==> src/rtl/ps2mouse_init_seq.sv <==
// ---------------------------------------------------------------------------
// ps2mouse_init_seq
//
// Host-side PS/2 mouse initialisation sequencer. Walks a command table through
// a byte-level PS/2 transceiver, checks every response byte, resends once on
// FE, restarts the whole sequence on any error or timeout, and gives up after
// c_max_retries full restarts. On success it raises stream_en so the packet
// decoder owns the rx byte stream, and reports the mouse ID / wheel format.
//
// Build option:
//   PS2MOUSE_WHEEL_DETECT_EN  defined   -> full table (reset, F3 C8/64/50
//                                          knock sequence, F2, F4); wheel is
//                                          derived from the ID byte.
//                             undefined -> FF, F2, F4 only; wheel tied to 0.
//
// Ports:
//   clk, reset_n          25 MHz clock, async active-low reset
//   restart               one-cycle pulse, restarts from any state
//   tx_data/tx_req        command byte + one-cycle send request
//   tx_busy/tx_done/tx_err transceiver status
//   rx_data/rx_valid      received byte strobe
//   stream_en             initialisation complete
//   init_error            retries exhausted
//   mouse_id, wheel       ID returned for F2; 4-byte packet format flag
//   retry_cnt, step       full-sequence retries used; current table index
// ---------------------------------------------------------------------------
module ps2mouse_init_seq #(
    parameter int unsigned c_startup_cycles = 12500000,
    parameter int unsigned c_timeout_cycles = 2500000,
    parameter int unsigned c_max_retries    = 3
) (
    input  logic       clk,
    input  logic       reset_n,
    input  logic       restart,
    output logic [7:0] tx_data,
    output logic       tx_req,
    input  logic       tx_busy,
    input  logic       tx_done,
    input  logic       tx_err,
    input  logic [7:0] rx_data,
    input  logic       rx_valid,
    output logic       stream_en,
    output logic       init_error,
    output logic [7:0] mouse_id,
    output logic       wheel,
    output logic [1:0] retry_cnt,
    output logic [3:0] step
);

    localparam int unsigned SW = (c_startup_cycles > 0) ? $clog2(c_startup_cycles + 1) : 1;
    localparam int unsigned TW = $clog2(c_timeout_cycles + 1);

`ifdef PS2MOUSE_WHEEL_DETECT_EN
    localparam logic WHEEL_EN = 1'b1;
`else
    localparam logic WHEEL_EN = 1'b0;
`endif

    localparam logic [3:0] STEP_RESET  = 4'd0;
    localparam logic [3:0] STEP_GET_ID = 4'd7;
    localparam logic [3:0] STEP_LAST   = 4'd8;
    localparam logic [2:0] BAT_WINDOWS = 3'd5;

    typedef enum logic [3:0] {
        S_STARTUP,
        S_SEND,
        S_WAIT_TX,
        S_WAIT_ACK,
        S_WAIT_BAT,
        S_WAIT_BATID,
        S_WAIT_ID,
        S_RETRY,
        S_DONE,
        S_FAIL
    } state_e;

    state_e        state_q;
    logic [SW-1:0] st_cnt_q;
    logic [TW-1:0] to_q;
    logic [2:0]    bat_q;     // timeout windows spent waiting for BAT (AA)
    logic          fe_q;      // an FE has already been seen for this step
    logic [7:0]    tx_data_q;
    logic          tx_req_q;
    logic          stream_en_q;
    logic          init_error_q;
    logic [7:0]    mouse_id_q;
    logic          wheel_q;
    logic [1:0]    retry_q;
    logic [3:0]    step_q;

    logic to_hit;
    assign to_hit = (to_q == TW'(c_timeout_cycles));

    function automatic logic [7:0] cmd_byte(input logic [3:0] s);
        case (s)
            4'd0:    return 8'hFF;
            4'd1:    return 8'hF3;
            4'd2:    return 8'hC8;
            4'd3:    return 8'hF3;
            4'd4:    return 8'h64;
            4'd5:    return 8'hF3;
            4'd6:    return 8'h50;
            4'd7:    return 8'hF2;
            4'd8:    return 8'hF4;
            default: return 8'h00;
        endcase
    endfunction

    // Without wheel detection the knock sequence (steps 1-6) is jumped over.
    function automatic logic [3:0] next_step(input logic [3:0] s);
`ifdef PS2MOUSE_WHEEL_DETECT_EN
        return s + 4'd1;
`else
        return (s == STEP_RESET) ? STEP_GET_ID : s + 4'd1;
`endif
    endfunction

    always_ff @(posedge clk or negedge reset_n) begin
        if (!reset_n) begin
            state_q      <= S_STARTUP;
            st_cnt_q     <= '0;
            to_q         <= '0;
            bat_q        <= '0;
            fe_q         <= 1'b0;
            tx_data_q    <= '0;
            tx_req_q     <= 1'b0;
            stream_en_q  <= 1'b0;
            init_error_q <= 1'b0;
            mouse_id_q   <= '0;
            wheel_q      <= 1'b0;
            retry_q      <= '0;
            step_q       <= '0;
        end else begin
            tx_req_q <= 1'b0;
            // Free-running saturating timeout; states clear it when a new
            // response window starts.
            if (!to_hit) to_q <= to_q + TW'(1);

            if (restart) begin
                state_q      <= S_STARTUP;
                st_cnt_q     <= '0;
                to_q         <= '0;
                bat_q        <= '0;
                fe_q         <= 1'b0;
                tx_data_q    <= '0;
                stream_en_q  <= 1'b0;
                init_error_q <= 1'b0;
                mouse_id_q   <= '0;
                wheel_q      <= 1'b0;
                retry_q      <= '0;
                step_q       <= '0;
            end else begin
                case (state_q)
                    S_STARTUP: begin
                        if (st_cnt_q >= SW'(c_startup_cycles)) begin
                            step_q  <= STEP_RESET;
                            fe_q    <= 1'b0;
                            state_q <= S_SEND;
                        end else begin
                            st_cnt_q <= st_cnt_q + SW'(1);
                        end
                    end
                    S_SEND: begin
                        if (!tx_busy) begin
                            tx_req_q  <= 1'b1;
                            tx_data_q <= cmd_byte(step_q);
                            state_q   <= S_WAIT_TX;
                        end
                    end
                    S_WAIT_TX: begin
                        if (tx_done) begin
                            to_q    <= '0;
                            state_q <= S_WAIT_ACK;
                        end else if (tx_err) begin
                            state_q <= S_RETRY;
                        end
                    end
                    S_WAIT_ACK: begin
                        if (rx_valid) begin
                            if (rx_data == 8'hFA) begin
                                to_q <= '0;
                                if (step_q == STEP_RESET) begin
                                    bat_q   <= '0;
                                    state_q <= S_WAIT_BAT;
                                end else if (step_q == STEP_GET_ID) begin
                                    state_q <= S_WAIT_ID;
                                end else if (step_q == STEP_LAST) begin
                                    stream_en_q <= 1'b1;
                                    wheel_q     <= WHEEL_EN & (mouse_id_q == 8'h03);
                                    state_q     <= S_DONE;
                                end else begin
                                    step_q  <= next_step(step_q);
                                    fe_q    <= 1'b0;
                                    state_q <= S_SEND;
                                end
                            end else if (rx_data == 8'hFE && !fe_q) begin
                                fe_q    <= 1'b1;
                                state_q <= S_SEND;
                            end else begin
                                state_q <= S_RETRY;
                            end
                        end else if (to_hit) begin
                            state_q <= S_RETRY;
                        end
                    end
                    S_WAIT_BAT: begin
                        // Self-test can take 500 ms, so several windows are allowed.
                        if (rx_valid) begin
                            if (rx_data == 8'hAA) begin
                                to_q    <= '0;
                                state_q <= S_WAIT_BATID;
                            end else begin
                                state_q <= S_RETRY;
                            end
                        end else if (to_hit) begin
                            if (bat_q == BAT_WINDOWS - 3'd1) begin
                                state_q <= S_RETRY;
                            end else begin
                                bat_q <= bat_q + 3'd1;
                                to_q  <= '0;
                            end
                        end
                    end
                    S_WAIT_BATID: begin
                        if (rx_valid) begin
                            if (rx_data == 8'h00) begin
                                step_q  <= next_step(step_q);
                                fe_q    <= 1'b0;
                                state_q <= S_SEND;
                            end else begin
                                state_q <= S_RETRY;
                            end
                        end else if (to_hit) begin
                            state_q <= S_RETRY;
                        end
                    end
                    S_WAIT_ID: begin
                        if (rx_valid) begin
                            mouse_id_q <= rx_data;
                            step_q     <= next_step(step_q);
                            fe_q       <= 1'b0;
                            state_q    <= S_SEND;
                        end else if (to_hit) begin
                            state_q <= S_RETRY;
                        end
                    end
                    S_RETRY: begin
                        if (retry_q == 2'(c_max_retries)) begin
                            init_error_q <= 1'b1;
                            stream_en_q  <= 1'b0;
                            state_q      <= S_FAIL;
                        end else begin
                            retry_q <= retry_q + 2'd1;
                            step_q  <= STEP_RESET;
                            fe_q    <= 1'b0;
                            state_q <= S_SEND;
                        end
                    end
                    S_DONE: ;  // decoder owns rx from here on
                    S_FAIL: ;  // held until restart or reset
                    default: state_q <= S_STARTUP;
                endcase
            end
        end
    end

    assign tx_data    = tx_data_q;
    assign tx_req     = tx_req_q;
    assign stream_en  = stream_en_q;
    assign init_error = init_error_q;
    assign mouse_id   = mouse_id_q;
    assign wheel      = wheel_q;
    assign retry_cnt  = retry_q;
    assign step       = step_q;

endmodule
==> config.mk <==
export PLATFORM = sky130hd
export DESIGN_NAME = ps2mouse_init_seq
export DESIGN_NICKNAME = d
export VERILOG_FILES = /design/src/rtl/ps2mouse_init_seq.sv
export SDC_FILE = /design/constraint.sdc
export NUM_CORES = 1
export LEC_CHECK = 0
export BUFFER_PORTS_ARGS = -buffer_cell sky130_fd_sc_hd__buf_2
export CORE_MARGIN = 2
export CORE_UTILIZATION = 54
export DETAILED_ROUTE_END_ITERATION = 6
export GPL_TIMING_DRIVEN = 0
export PLACE_DENSITY = 0.76
export SYNTH_ARGS = -nofsm -noshare
export SYNTH_HDL_FRONTEND = slang
export SYNTH_SLANG_ARGS = --single-unit
==> constraint.sdc <==
create_clock -name clk -period 1.67 [get_ports clk]
set_input_delay 0.0835 -clock clk [delete_from_list [all_inputs] [get_ports clk]]
set_output_delay 0.0835 -clock clk [all_outputs]
set_load 0.1 [all_outputs]
# Word level (Yosys, flattened, before mapping)
# Memories as Yosys holds them, arrays and structs flattened.
# Index checks and enable logic that the tools add are counted.
# W data, S select, Z words.
word_totals:
  register_bits: 80
  mem_count: 1
  inputBits: 15
  mem_bits_ro: 128
  elab_cells: 194
  output_inout_bits: 26
memory_table:
  columns: ["memory", "words", "word_bits", "read_ports", "rd_clocked_by_memory_dff", "write_ports", "line", "text"]
  rows:
  - ["(name not given)", 16, 8, 1, 0, 0, "95", "case (s)"]
op_classes:
  add_sub_neg: 5
  n_eq_ne: 47
  n_lt_le_gt_ge: 1
  muxes: 98
  reduce_logical: 29
ops:
  columns: ["cell", "n"]
  rows:
  - ["$mux W22", 9]
  - ["$mux W4", 29]
  - ["$mux W24", 3]
  - ["$pmux W22 S3", 1]
  - ["$ne A3 B3 Y1 const B", 17]
  - ["$mux W8", 6]
  - ["$pmux W4 S9", 1]
  - ["$mux W1", 32]
  - ["$ne A4 B4 Y1 const B", 7]
  - ["$mux W3", 9]
  - ["$add A24 B1 Y24 const B", 1]
  - ["$eq A8 B8 Y1 const B", 3]
  - ["$ge A24 B24 Y1 const B", 1]
  - ["$add A22 B1 Y22 const B", 1]
  - ["$eq A22 B22 Y1 const B", 1]
  - ["$reduce_and A11 Y1", 2]
  - ["$eq A4 B3 Y1 const B", 5]
  - ["$pmux W4 S5", 1]
  - ["$reduce_bool A2 Y1", 9]
  - ["$reduce_and A7 Y1", 2]
  - ["$eq A4 B4 Y1 const B", 3]
  - ["$reduce_and A6 Y1", 2]
  - ["$ne A2 B2 Y1 const B", 5]
  - ["$reduce_and A2 Y1", 5]
  - ["other kinds (19)", 25]

# Logic depth before layout (Yosys ltp)
# Gate-level depths: netlist of run 1.
depth:
  ltp_word: 8
  ltp_mapped: 9
  mapped_depth_nobuf: 8

# Worst setup path before layout of run 1
# No wires, ideal clock.
synth_path:
  path_kind: "reg-to-reg"
  startpoint: "reg step_q[0], in the netlist step[0]"
  endpoint: "reg step_q[0], in the netlist step[0]"
  setup_time_ps: 83
  stages_incl_launch_ff: 9
  setup_slack_ps: -916
  t_arrival_ps: 2503
  synth_period_minus_slack_ps: 2586
  required_ps: 1587
  path_buffers: 0
  path_cell_list: "dfrtp_1 inv_1 ha_1 nand2b_1 nand4_1 o211ai_1 o2111ai_2 nor2_1 mux2i_1"
synth_via:
  elab_chain_cells: 8
  elab_cells_between_ends: 19
  classes_between: "add/sub: 1; eq/ne: 5; mux: 11; reduce/logical: 2"
synth_rtl:
  columns: ["item", "line", "text"]
  rows:
  - ["start, declared", "89", "logic [3:0] step_q;"]
  - ["start signal, assigned", "192", "step_q <= next_step(step_q);"]
  - ["start signal, assigned", "227", "step_q <= next_step(step_q);"]
  - ["start signal, assigned", "240", "step_q <= next_step(step_q);"]
  - ["$add A4 B1 Y4", "114", "return (s == STEP_RESET) ? STEP_GET_ID : s + 4'd1;"]
  - ["$mux W4", "187", "end else if (step_q == STEP_LAST) begin"]
  - ["$mux W4", "185", "end else if (step_q == STEP_GET_ID) begin"]
  - ["$mux W4", "182", "if (step_q == STEP_RESET) begin"]
  - ["$mux W4", "180", "if (rx_data == 8'hFA) begin"]
  - ["$mux W4", "179", "if (rx_valid) begin"]
  - ["$pmux W4 S5", "153", "case (state_q)"]
  - ["$mux W4", "139", "if (restart) begin"]
# Several ways; a longest one is shown, not always the timed one. The select of a mux whose other input is x is not followed.
# A chain may end at the register's enable or synchronous reset.

# Worst setup path in the final report of run 1
layout_path:
  startpoint: "reg to_q[9]"
  endpoint: "reg state_q[0]"
layout_via:
  elab_chain_cells: 5
  elab_cells_between_ends: 9
  classes_between: "eq/ne: 2; mux: 6; reduce/logical: 1"
layout_rtl:
  columns: ["item", "line", "text"]
  rows:
  - ["start, declared", "79", "logic [TW-1:0] to_q;"]
  - ["start signal, assigned", "137", "if (!to_hit) to_q <= to_q + TW'(1);"]
  - ["$eq A22 B22 Y1 (*)", "92", "assign to_hit = (to_q == TW'(c_timeout_cycles));"]
  - ["$mux W4", null, null]
  - ["$mux W4, on equally long branches", null, null]
  - ["$pmux W4 S9", null, null]
  - ["$mux W4", null, null]
  - ["end signal, assigned", "120", "state_q <= S_STARTUP;"]
  - ["end signal, assigned", "140", "state_q <= S_STARTUP;"]
  - ["end signal, assigned", "158", "state_q <= S_SEND;"]
  - ["end, declared", "77", "state_e state_q;"]
# Every way passes the cells marked *; elsewhere a longest branch is shown, timed or not.

==> results.cfg, run 1 <==
[sta]
period_needed_ps = 2190
setup_repair_after_global_routing_missed_its_margin = yes
finalMaxSlewViolations = 0
fin_ws_ps = -520
relative_slew_slack = 0.539
min_period_over_period = 1.31
clock-skew-final_ps = 10.7
hold_viol_final = 0
setup_tns_final_ps = -14450
timing_worst_slew_pin_value_ps = 692
setup_violations = 58
whs_ps = 32.6
max_freq_ghz = 0.457

[setup_path]
reg2reg_path_depth = 7
crit_start = to_q[9]
worst_path_max_delay_cell = sky130_fd_sc_hd__dfrtp_1
critical_path_class = flip-flop to flip-flop
worst-endpoint-arrival_ps = 2410
critPathRequiredTime_ps = 1880
worstSetupEndpointType = flip-flop
largest_stage_delay_worst_path_ps = 430
critical_path.reg2reg.endpoint = state_q[0]
setup.worst_path.end = state_q[0]
setup.reg_to_reg.worst_slack_ps = -520
timing.critical_path.cells = nor4bb_1 > and4b_1 > nand4_1 > a221oi_2 > buf_4 > o221a_2 > nor3_2
crit_fanout = 4
startpoint_type = flip-flop
r2r-start = to_q[9]

[cts]
cts_root_buffer = sky130_fd_sc_hd__clkbuf_8
h-tree-depth = 3
clkLatencyLatePin_ps = 360
clock_tree_from_tritoncts = done
clock_pin_slew_of_the_registers_on_the_worst_case_setup_and_hold_paths_ps = 80
max-clock-path-buffers = 2
clkSinkCount = 79
cts_inserted_buffers = 9

[grt]
antenna_found_initial = 0
grt_pass1_vias = 4137
grt_pass1_wl_um = 20600
grt_util_all_layers = 0.269
grt.overflow.total = 0
grt_start_max_net_pins = 42

[route]
postRouteWirelength_um = 13000
route.met2.wl_um = 5990
dr.first_iter.drc_count = 364
remaining_drc_errors = 0
met3WireLength_um = 866
route.top_layer_used = met4
detail_route.wirelength.met1_um = 5850
routed_via_density = 6.07
drtPass1Iterations = 5
detailroute.via_count = 4355
route.antenna.remaining_nets = 0
wire_per_inst_um = 18.2

[place]
numPlacedInstances = 646
hpwlAfterDp_um = 8380
portBuffers = 37
place.gp.congestion = 0.953

[power]
p_leak_uw = 0.00271
cellPowerDensity_nw_per_um2 = 697
report.power.total_uw = 4530
ir_worst_vdd_uv = 501

[cells_and_area]
syn2layout_area_growth_pct = 36.4
finalCoreUtilization = 0.752
layout-drive-gt1-share = 0.396
insertedDiodeCount = 0
layoutNonFillerInstCount = 717
finish.net_count = 631
layout.filler_cells = 567

[synth]
synth_edf_count = 0
post_synth_inst_count = 500
synth_seq_cells = 79
synthArstFlopShare = 1.00
ys.flop_type = sky130_fd_sc_hd__dfrtp_1
synth_seq_area_share = 0.415
synth_area_um2 = 4760
yosys_warnings = 0
synth_area_per_cell_um2 = 9.53
synth.distinct_cells = 77
mappedNetlistNets = 527

[die]
die_h_um = 97.9
initial_utilization = 0.552
design.die.area_um2 = 9590
rows = 34
floorplan.io_pins = 41
core_um2 = 8640
die_width_um = 97.9

[hold_path]
hold_path_class = input pin to flip-flop
worst_hold_path.num_cells = 3
hold_path.startpoint = rx_data[3]

[run_status]
failing_checks = negative setup slack
outcome = finished with violations

[flow_run]
maximum_capacitance_violations = 0
## how the worst min path moves through the flow
| stage | end | slack (ps) |
|---|---|---|
| floorplan | bat_q[0] | -210 |
| global placement | mouse_id[0] | 380 |
| detailed placement | step[0] | 90 |
| CTS | mouse_id[0] | 20 |
| global route | mouse_id[0] | 70 |
| finish | mouse_id[3] | 30 |
## cell usage in the layout, fill, tap and decap left out, types with 5 or more instances in the layout
master and n:
sky130_fd_sc_hd__nor3_4 8, sky130_fd_sc_hd__and3_1 11, sky130_fd_sc_hd__ha_1 7, sky130_fd_sc_hd__xor2_1 16, sky130_fd_sc_hd__buf_12 6, sky130_fd_sc_hd__or3_1 5, sky130_fd_sc_hd__inv_1 9, sky130_fd_sc_hd__o21ai_0 8
sky130_fd_sc_hd__o211ai_1 5, sky130_fd_sc_hd__nor4b_4 8, sky130_fd_sc_hd__clkbuf_1 7, sky130_fd_sc_hd__nor2_4 5, sky130_fd_sc_hd__xnor2_1 25, sky130_fd_sc_hd__buf_2 39, sky130_fd_sc_hd__a22o_1 5, sky130_fd_sc_hd__clkbuf_8 9
sky130_fd_sc_hd__nand3_1 19, sky130_fd_sc_hd__dfrtp_2 10, sky130_fd_sc_hd__nand2_1 30, sky130_fd_sc_hd__a21oi_1 15, sky130_fd_sc_hd__dfrtp_1 64, sky130_fd_sc_hd__nor2_1 76, sky130_fd_sc_hd__buf_6 7, sky130_fd_sc_hd__buf_4 50
sky130_fd_sc_hd__nand3_2 6, sky130_fd_sc_hd__mux2i_1 13, sky130_fd_sc_hd__dfrtp_4 5, sky130_fd_sc_hd__nor4_4 5
## metal layers
metal,GRT usage,up-vias
li1,-,1990
met1,0.376,2135
met2,0.418,190
met3,0.0472,40
met4,0.108,0
met5,0,-
## timing repair
item / in CTS / in global routing
hold buffers: 1 / 0
cloned: 2 / 0
endpoints found under the setup margin: 76 / 77
endpoints found under the hold margin: 38 / 0
setup buffers: 41 / 14
gates resized for setup: 69 / 41
pin swaps: 34 / 29
## stage by stage
step / setup WS (ps) / instance area [um2]
after floorplan: -182 / 5030
after global placement: -421 / 5360
after detailed placement: -430 / 5380
after CTS: -311 / 6250
after global routing: -653 / 6500
final: -520 / 6500
## where the power goes
| group | total [uW] | internal (uW) | switching [uW] |
|---|---|---|---|
| registers | 2050 | 1970 | 78.5 |
| logic | 1060 | 357 | 699 |
| clock network | 1420 | 686 | 733 |
## sequential cells by signal, summed over array words and instances (netlist names)
signal and count:
st_cnt_q 24, to_q 22, mouse_id 8, tx_data 8, state_q 4, step 4, bat_q 3, retry_cnt 2
fe_q 1, init_error 1, stream_en 1, tx_req 1
## cell type report
type / instances / area (um2) / share of cell area
clock buffer: 10 / 128 / 0.0196
tap: 108 / 135 / 0.0208
inverter: 14 / 60.1 / 0.00924
buffer: 21 / 155 / 0.0239
sequential: 79 / 2010 / 0.309
timing repair buffer: 94 / 742 / 0.114
clock inverter: 6 / 61.3 / 0.00944
multi-input combinational: 385 / 3210 / 0.494
## cell families after synthesis
| kind of cell | after synthesis | synth area share |
|---|---|---|
| other cells | 1 | 0.000787 |
| fa+ha+maj | 12 | 0.0315 |
| xor+xnor | 43 | 0.0790 |
| buf+inv | 36 | 0.0352 |
| flops | 79 | 0.415 |
| simple gates | 242 | 0.296 |
| mux | 14 | 0.0297 |
| compound gates | 73 | 0.112 |
## cell usage after synthesis, types with 4 or more instances
master,n,share of area
sky130_fd_sc_hd__o211ai_1,5,0.0079
sky130_fd_sc_hd__xnor2_1,27,0.050
sky130_fd_sc_hd__nand4_1,4,0.0053
sky130_fd_sc_hd__a22o_1,5,0.0092
sky130_fd_sc_hd__or3_1,5,0.0066
sky130_fd_sc_hd__nand2_1,33,0.026
sky130_fd_sc_hd__o21ai_0,9,0.0095
sky130_fd_sc_hd__and4_1,7,0.013
sky130_fd_sc_hd__nor2_1,82,0.065
sky130_fd_sc_hd__a21oi_1,19,0.020
sky130_fd_sc_hd__mux2i_1,13,0.027
sky130_fd_sc_hd__inv_1,14,0.011
sky130_fd_sc_hd__buf_2,8,0.0084
sky130_fd_sc_hd__xor2_1,16,0.029
sky130_fd_sc_hd__clkbuf_1,10,0.0079
sky130_fd_sc_hd__o31ai_1,5,0.0079
sky130_fd_sc_hd__and3_1,14,0.018
sky130_fd_sc_hd__nor3_1,12,0.013
sky130_fd_sc_hd__nor4_2,4,0.011
sky130_fd_sc_hd__dfrtp_1,79,0.41
sky130_fd_sc_hd__nand3_1,26,0.027
sky130_fd_sc_hd__nor4b_2,5,0.016
sky130_fd_sc_hd__nor2b_1,4,0.0053
sky130_fd_sc_hd__nand2b_1,8,0.011
sky130_fd_sc_hd__ha_1,12,0.032
## worst max-delay path, delay by kind of cell (launching register included)
family | cells | cell delay [ps]
AO/OA/AOI/OAI | 2 | 520
buffers and inverters | 1 | 170
flip-flops | 1 | 430
AND/OR/NAND/NOR | 4 | 910
(Power assumes the default switching activity.)
==> inputs of run 2 (changes only) <==
--- a/config.mk
+++ b/config.mk
@@ -5,12 +5,13 @@
 export SDC_FILE = /design/constraint.sdc
 export NUM_CORES = 1
 export LEC_CHECK = 0
+export ABC_AREA = 1
 export BUFFER_PORTS_ARGS = -buffer_cell sky130_fd_sc_hd__buf_2
 export CORE_MARGIN = 2
-export CORE_UTILIZATION = 54
+export CORE_UTILIZATION = 55
 export DETAILED_ROUTE_END_ITERATION = 6
-export GPL_TIMING_DRIVEN = 0
-export PLACE_DENSITY = 0.76
+export GPL_ROUTABILITY_DRIVEN = 0
+export PLACE_DENSITY = 0.77
 export SYNTH_ARGS = -nofsm -noshare
 export SYNTH_HDL_FRONTEND = slang
 export SYNTH_SLANG_ARGS = --single-unit
==> results.cfg, run 2 <==
[die]
die_width_um = 101
initial_utilization = 0.564
core_um2 = 9240
rows = 35
die_h_um = 101
design.die.area_um2 = 10300
floorplan.io_pins = 41

[sta]
setup_tns_final_ps = -15.4
min_period_over_period = 1.00
setup_repair_after_global_routing_missed_its_margin = yes
finalMaxSlewViolations = 0
period_needed_ps = 1680
hold_viol_final = 0
setup_violations = 2
max_freq_ghz = 0.596
fin_ws_ps = -8.06
clock-skew-final_ps = 9.78

[setup_path]
setup.worst_path.end = step[0]
largest_stage_delay_worst_path_ps = 460
worst_path_max_delay_cell = sky130_fd_sc_hd__dfrtp_2
critical_path_class = flip-flop to flip-flop
r2r-start = state_q[2]
cp_dominant_cell_by_count = sky130_fd_sc_hd__nand2_1
timing.critical_path.cells = nand2_2 > inv_4 > nand2_1 > nor2_1 > nand2_1 > o21ai_2 > nor2_2 > nand3_2 > nand2_1 > nand2_1
reg2reg_path_depth = 10
crit_fanout = 7
crit_start = state_q[2]
critical_path.reg2reg.endpoint = step[0]
worst_path_dominant_cell_family = simple AND/OR/NAND/NOR gates
setup.reg_to_reg.worst_slack_ps = -8
worst-endpoint-arrival_ps = 1930
cp_buf_inv_count = 1
startpoint_type = flip-flop
critPathRequiredTime_ps = 1920
worstSetupEndpointType = flip-flop
path_depth = 10

[synth]
post_synth_inst_count = 723
yosysMostFrequentCell = sky130_fd_sc_hd__nand2_1
post-synth-top-area-cell = sky130_fd_sc_hd__dfrtp_1
synth_area_leaders = sky130_fd_sc_hd__dfrtp_1, sky130_fd_sc_hd__nand2_1, sky130_fd_sc_hd__nor2_1, sky130_fd_sc_hd__nand3_1, sky130_fd_sc_hd__inv_1
synth_edf_count = 0
synth_area_per_cell_um2 = 7.21
synth.cells.most_frequent = sky130_fd_sc_hd__nand2_1, sky130_fd_sc_hd__nor2_1, sky130_fd_sc_hd__inv_1
synth_area_um2 = 5220
synthArstFlopShare = 1.00
synth_seq_area_share = 0.379
synth.distinct_cells = 46
mappedNetlistNets = 750
ys.flop_type = sky130_fd_sc_hd__dfrtp_1
synth.top_cell.area_share = 0.379
synth_seq_cells = 79
yosys_warnings = 0

[cells_and_area]
layout.filler_cells = 749
insertedDiodeCount = 0
largest_register_ff_count = 24
largest-register = st_cnt_q
layout_common_cells = sky130_fd_sc_hd__nand2_1, sky130_fd_sc_hd__inv_1, sky130_fd_sc_hd__nor2_1
layout-drive-gt1-share = 0.278
layoutNonFillerInstCount = 953
biggestRegsByFlops = st_cnt_q x24, to_q x22
syn2layout_area_growth_pct = 24.0
finish.net_count = 846
final_design_area_no_fill_um2 = 6470
commonest_non_fill_non_tap_cell_in_the_layout = sky130_fd_sc_hd__nand2_1
finalCoreUtilization = 0.700

[place]
hpwlAfterDp_um = 10000
portBuffers = 39
numPlacedInstances = 922
postPlaceCellArea_um2 = 5890

[route]
wire_per_inst_um = 14.5
dr.first_iter.drc_count = 409
routed_via_density = 5.54
remaining_drc_errors = 0
postRouteWirelength_um = 13900
route.antenna.remaining_nets = 0
detailroute.via_count = 5277
drtPass1Iterations = 5

[power]
power_frac_comb = 0.281
p_leak_uw = 0.00306
internal_power_uw = 3260
ir_worst_vdd_uv = 588
report.power.total_uw = 5110
cellPowerDensity_nw_per_um2 = 789
switching_share = 0.362
power.clock.fraction = 0.311
p_sw_uw = 1850
seq_power_share = 0.408

[cts]
cts_root_buffer = sky130_fd_sc_hd__clkbuf_8
max-clock-path-buffers = 2
h-tree-depth = 3
clkLatencyLatePin_ps = 360
clkSinkCount = 79
clock_pin_slew_of_the_registers_on_the_worst_case_setup_and_hold_paths_ps = 90
clock_tree_from_tritoncts = done
cts_inserted_buffers = 9

[grt]
grt.overflow.total = 0
grt_util_all_layers = 0.267
antenna_found_initial = 0
grt_pass1_wl_um = 22100
grt_pass1_vias = 4834
grt_start_max_net_pins = 36

[flow_run]
maximum_capacitance_violations = 0

[run_status]
failing_checks = negative setup slack
outcome = finished with violations

[hold_path]
hold_path_class = input pin to flip-flop
hold_path.startpoint = rx_data[3]
==> run 2: cell types whose count changed in the layout (fill, tap and decap cells not counted), moves of 12 or more <==
| cell | delta |
|---|---|
| sky130_fd_sc_hd__nand2_1 | +135 |
| sky130_fd_sc_hd__inv_1 | +75 |
| sky130_fd_sc_hd__nand3_1 | +45 |
| sky130_fd_sc_hd__xnor2_1 | -21 |
| sky130_fd_sc_hd__nand4_1 | +15 |
| sky130_fd_sc_hd__o21ai_0 | +14 |
| sky130_fd_sc_hd__o21ai_2 | +14 |
| sky130_fd_sc_hd__mux2i_1 | -12 |
==> run 2: power by group through the flow <==
stage	clock [uW]	sequential [uW]	combinational [uW]
after floorplan	0	2480	562
after global placement	0	2100	1250
after detailed placement	0	2110	1270
after CTS	1620	2070	1280
after global routing	1720	2090	1540
final	1590	2080	1440
==> run 2: worst min path at each step <==
stage	end	slack, ps	depth (start not counted)
after floorplan	bat_q[0]	-210	0
after global placement	to_q[10]	60	1
after detailed placement	to_q[10]	70	1
after CTS	mouse_id[3]	6	3
after global routing	mouse_id[3]	20	3
final	mouse_id[3]	10	3
==> run 2: logic make-up after synthesis <==
kind of cell,after synthesis,synth area share
AOI/OAI and AO/OA,82,0.0953
muxes,1,0.00192
adders and majority gates,12,0.0288
buffers and inverters,115,0.0952
xor gates and xnor gates,26,0.0437
other,1,0.000719
and+or+nand+nor,407,0.355
DFF,79,0.379
==> run 2: per-stage QoR <==
step	hold WS [ps]	setup slack, ps
global route	22.8	-117
detailed placement	67.3	-115
CTS	6.21	-18.9
floorplan	-212	-70.0
finish	13.5	-8.06
global placement	61.5	-65.9
==> run 2: timing repair <==
item | in CTS | in global routing
buffers inserted | 2 | 11
gates cloned | 0 | 1
resized for setup | 10 | 59
pin swaps | 4 | 15
hold buffers | 1 | 0
setup endpoints to repair | 28 | 63
endpoints found under the hold margin | 33 | 0
==> run 2: layout make-up <==
type / instances / area, um2 / area share
repair buffers: 98 / 718 / 0.111
well taps: 129 / 161 / 0.0250
inverters: 102 / 407 / 0.0629
multi-input cells: 529 / 2970 / 0.459
clock inverters: 5 / 83.8 / 0.0130
clock buffers: 11 / 131 / 0.0203
flip-flops and latches: 79 / 2000 / 0.309
==> run 2: metal layers <==
metal | share of wire | GRT usage
met1 | 0.42 | 0.368
met4 | 0.027 | 0.0904
met5 | 0 | 0
met2 | 0.49 | 0.431
met3 | 0.061 | 0.0421
==> run 2: worst reg2reg max path, delay by kind of cell (launching register included) <==
| kind | cells | cell delay (ps) |
|---|---|---|
| AOI/OAI and AO/OA | 1 | 90 |
| DFF | 1 | 460 |
| and+or+nand+nor | 8 | 940 |
| buffers and inverters | 1 | 70 |
==> inputs of run 3 (changes only) <==
--- a/config.mk
+++ b/config.mk
@@ -5,13 +5,12 @@
 export SDC_FILE = /design/constraint.sdc
 export NUM_CORES = 1
 export LEC_CHECK = 0
-export ABC_AREA = 1
 export BUFFER_PORTS_ARGS = -buffer_cell sky130_fd_sc_hd__buf_2
 export CORE_MARGIN = 2
 export CORE_UTILIZATION = 55
 export DETAILED_ROUTE_END_ITERATION = 6
 export GPL_ROUTABILITY_DRIVEN = 0
-export PLACE_DENSITY = 0.77
+export PLACE_DENSITY = 0.74
 export SYNTH_ARGS = -nofsm -noshare
 export SYNTH_HDL_FRONTEND = slang
 export SYNTH_SLANG_ARGS = --single-unit
==> constraint.sdc (replaced) <==
create_clock -name clk -period 1.9 [get_ports clk]
set_input_delay 0.095 -clock clk [delete_from_list [all_inputs] [get_ports clk]]
set_output_delay 0.095 -clock clk [all_outputs]
set_load 0.1 [all_outputs]
==> results.cfg, run 3 (synthesis results as in run 1) <==
[run_status]
outcome = finished with violations
failing_checks = negative setup slack

[setup_path]
worst_path_max_delay_cell = sky130_fd_sc_hd__o31ai_1
worst_path_dominant_cell_family = compound AO/OA/AOI/OAI gates
crit_fanout = 7
timing.critical_path.cells = nand2_1 > and3_2 > o31ai_1 > a21oi_4 > o31ai_2 > o41ai_1
startpoint_type = flip-flop
largest_stage_delay_worst_path_ps = 450
critical_path_class = flip-flop to flip-flop
cp_buf_inv_count = 0
critPathRequiredTime_ps = 2130
worstSetupEndpointType = flip-flop
worst-endpoint-arrival_ps = 2200

[sta]
timing_worst_slew_pin_value_ps = 638
fin_ws_ps = -63.7
whs_ps = 30.3
relative_slew_slack = 0.575
setup_repair_after_global_routing_missed_its_margin = yes
finalMaxSlewViolations = 0
hold_viol_final = 0
clock-skew-final_ps = 13.3
period_needed_ps = 1960
min_period_over_period = 1.03
setup_violations = 8
max_freq_ghz = 0.509

[cts]
h-tree-depth = 3
cts_inserted_buffers = 9
clock_tree_from_tritoncts = done
clock_pin_slew_of_the_registers_on_the_worst_case_setup_and_hold_paths_ps = 90
cts_root_buffer = sky130_fd_sc_hd__clkbuf_8
max-clock-path-buffers = 2
clkSinkCount = 79
clkLatencyLatePin_ps = 360

[die]
rows = 33
core_um2 = 8300
die_width_um = 97.1
initial_utilization = 0.574
floorplan.io_pins = 41
die_h_um = 97.1
design.die.area_um2 = 9420

[grt]
grt.overflow.total = 0
gr-usage-met3 = 0.0489
grt_start_max_net_pins = 45
grt_pass1_wl_um = 19600
antenna_found_initial = 0
grt_use_met2 = 0.433
grt-busiest-layer = met2
grt_pass1_vias = 4150
use_met1 = 0.318
grt_util_all_layers = 0.251

[place]
portBuffers = 39
hpwlAfterDp_um = 8530

[cells_and_area]
syn2layout_area_growth_pct = 33.2
biggestRegsByFlops = st_cnt_q x24, to_q x22
insertedDiodeCount = 0
layout.filler_cells = 538
commonest_non_fill_non_tap_cell_in_the_layout = sky130_fd_sc_hd__buf_4
largest_register_ff_count = 24
layout-drive-gt1-share = 0.383
largest-register = st_cnt_q
multi_input_area_um2 = 2970
finish.net_count = 657
layout_common_cells = sky130_fd_sc_hd__buf_4, sky130_fd_sc_hd__nor2_1, sky130_fd_sc_hd__dfrtp_1
area.sequential_um2 = 2000

[route]
wire_per_inst_um = 17.8
routed_via_density = 5.96
dr.first_iter.drc_count = 233
drtPass1Iterations = 5
remaining_drc_errors = 0
route.antenna.remaining_nets = 0
detailroute.via_count = 4409
postRouteWirelength_um = 13200

[hold_path]
hold_path_class = input pin to flip-flop

[flow_run]
maximum_capacitance_violations = 0

[power]
report.power.total_uw = 3860
p_leak_uw = 0.00279
cellPowerDensity_nw_per_um2 = 609
ir_worst_vdd_uv = 419
## run 3: worst paths after layout
check | start | to | slack [ps] | cells past startpoint
worst min register to register | tx_data[6] | tx_data[6] | 480 | 1
max in group asynchronous | reset_n | st_cnt_q[22] | 1050 | 3
worst min-delay path | rx_data[3] | mouse_id[3] | 30 | 3
worst max-delay path | st_cnt_q[22] | step[3] | -60 | 6
worst max register to register | st_cnt_q[22] | step[3] | -60 | 6
min in group asynchronous | reset_n | st_cnt_q[12] | 240 | 2
## run 3: final cells by class
| class | instances | area share |
|---|---|---|
| clock buffers | 11 | 0.0239 |
| multi-input cells | 385 | 0.468 |
| flip-flops and latches | 79 | 0.315 |
| inverters | 14 | 0.00867 |
| repair buffers | 141 | 0.158 |
| well taps | 105 | 0.0207 |
| clock inverters | 5 | 0.00513 |
## run 3: layer usage
layer  part of all wire  vias up  wire length [um]
met5                  0        -                 0
met4              0.032        0               425
met3              0.045       48               591
met2               0.51      152              6780
met1               0.41     2170              5400
li1                   -     2039                 -
## run 3: report_power, final
group | total (uW) | internal, uW | switching, uW
Combinational | 876 | 307 | 569
Clock | 1190 | 541 | 645
Sequential | 1800 | 1740 | 65.9
## run 3: repair_timing
| action | CTS | global route |
|---|---|---|
| hold buffers | 2 | 0 |
| endpoints found under the hold margin | 36 | 0 |
| pin swaps | 5 | 27 |
| setup endpoints to repair | 18 | 53 |
| gates resized for setup | 12 | 59 |
| buffers inserted | 1 | 26 |
## run 3: stage by stage
| step | TNS (ps) | area [um2] | instances | worst slack [ps] | util |
|---|---|---|---|---|---|
| 2_1_floorplan | 0 | 4800 | 500 | 2.65 | - |
| 3_3_place_gp | -266 | 5580 | 695 | -90.6 | 0.673 |
| 3_5_place_dp | -533 | 5580 | 695 | -117 | 0.673 |
| 4_1_cts | -2.66 | 5860 | 714 | -2.66 | 0.706 |
| 5_1_grt | -1490 | 6350 | 740 | -193 | 0.765 |
| 6_report | -204 | 6350 | 740 | -63.7 | 0.765 |
## run 3: tightest hold or removal path, stage by stage
cell and delay (ps):
sky130_fd_sc_hd__buf_2 110, sky130_fd_sc_hd__mux2i_1 70, sky130_fd_sc_hd__nor2_1 80
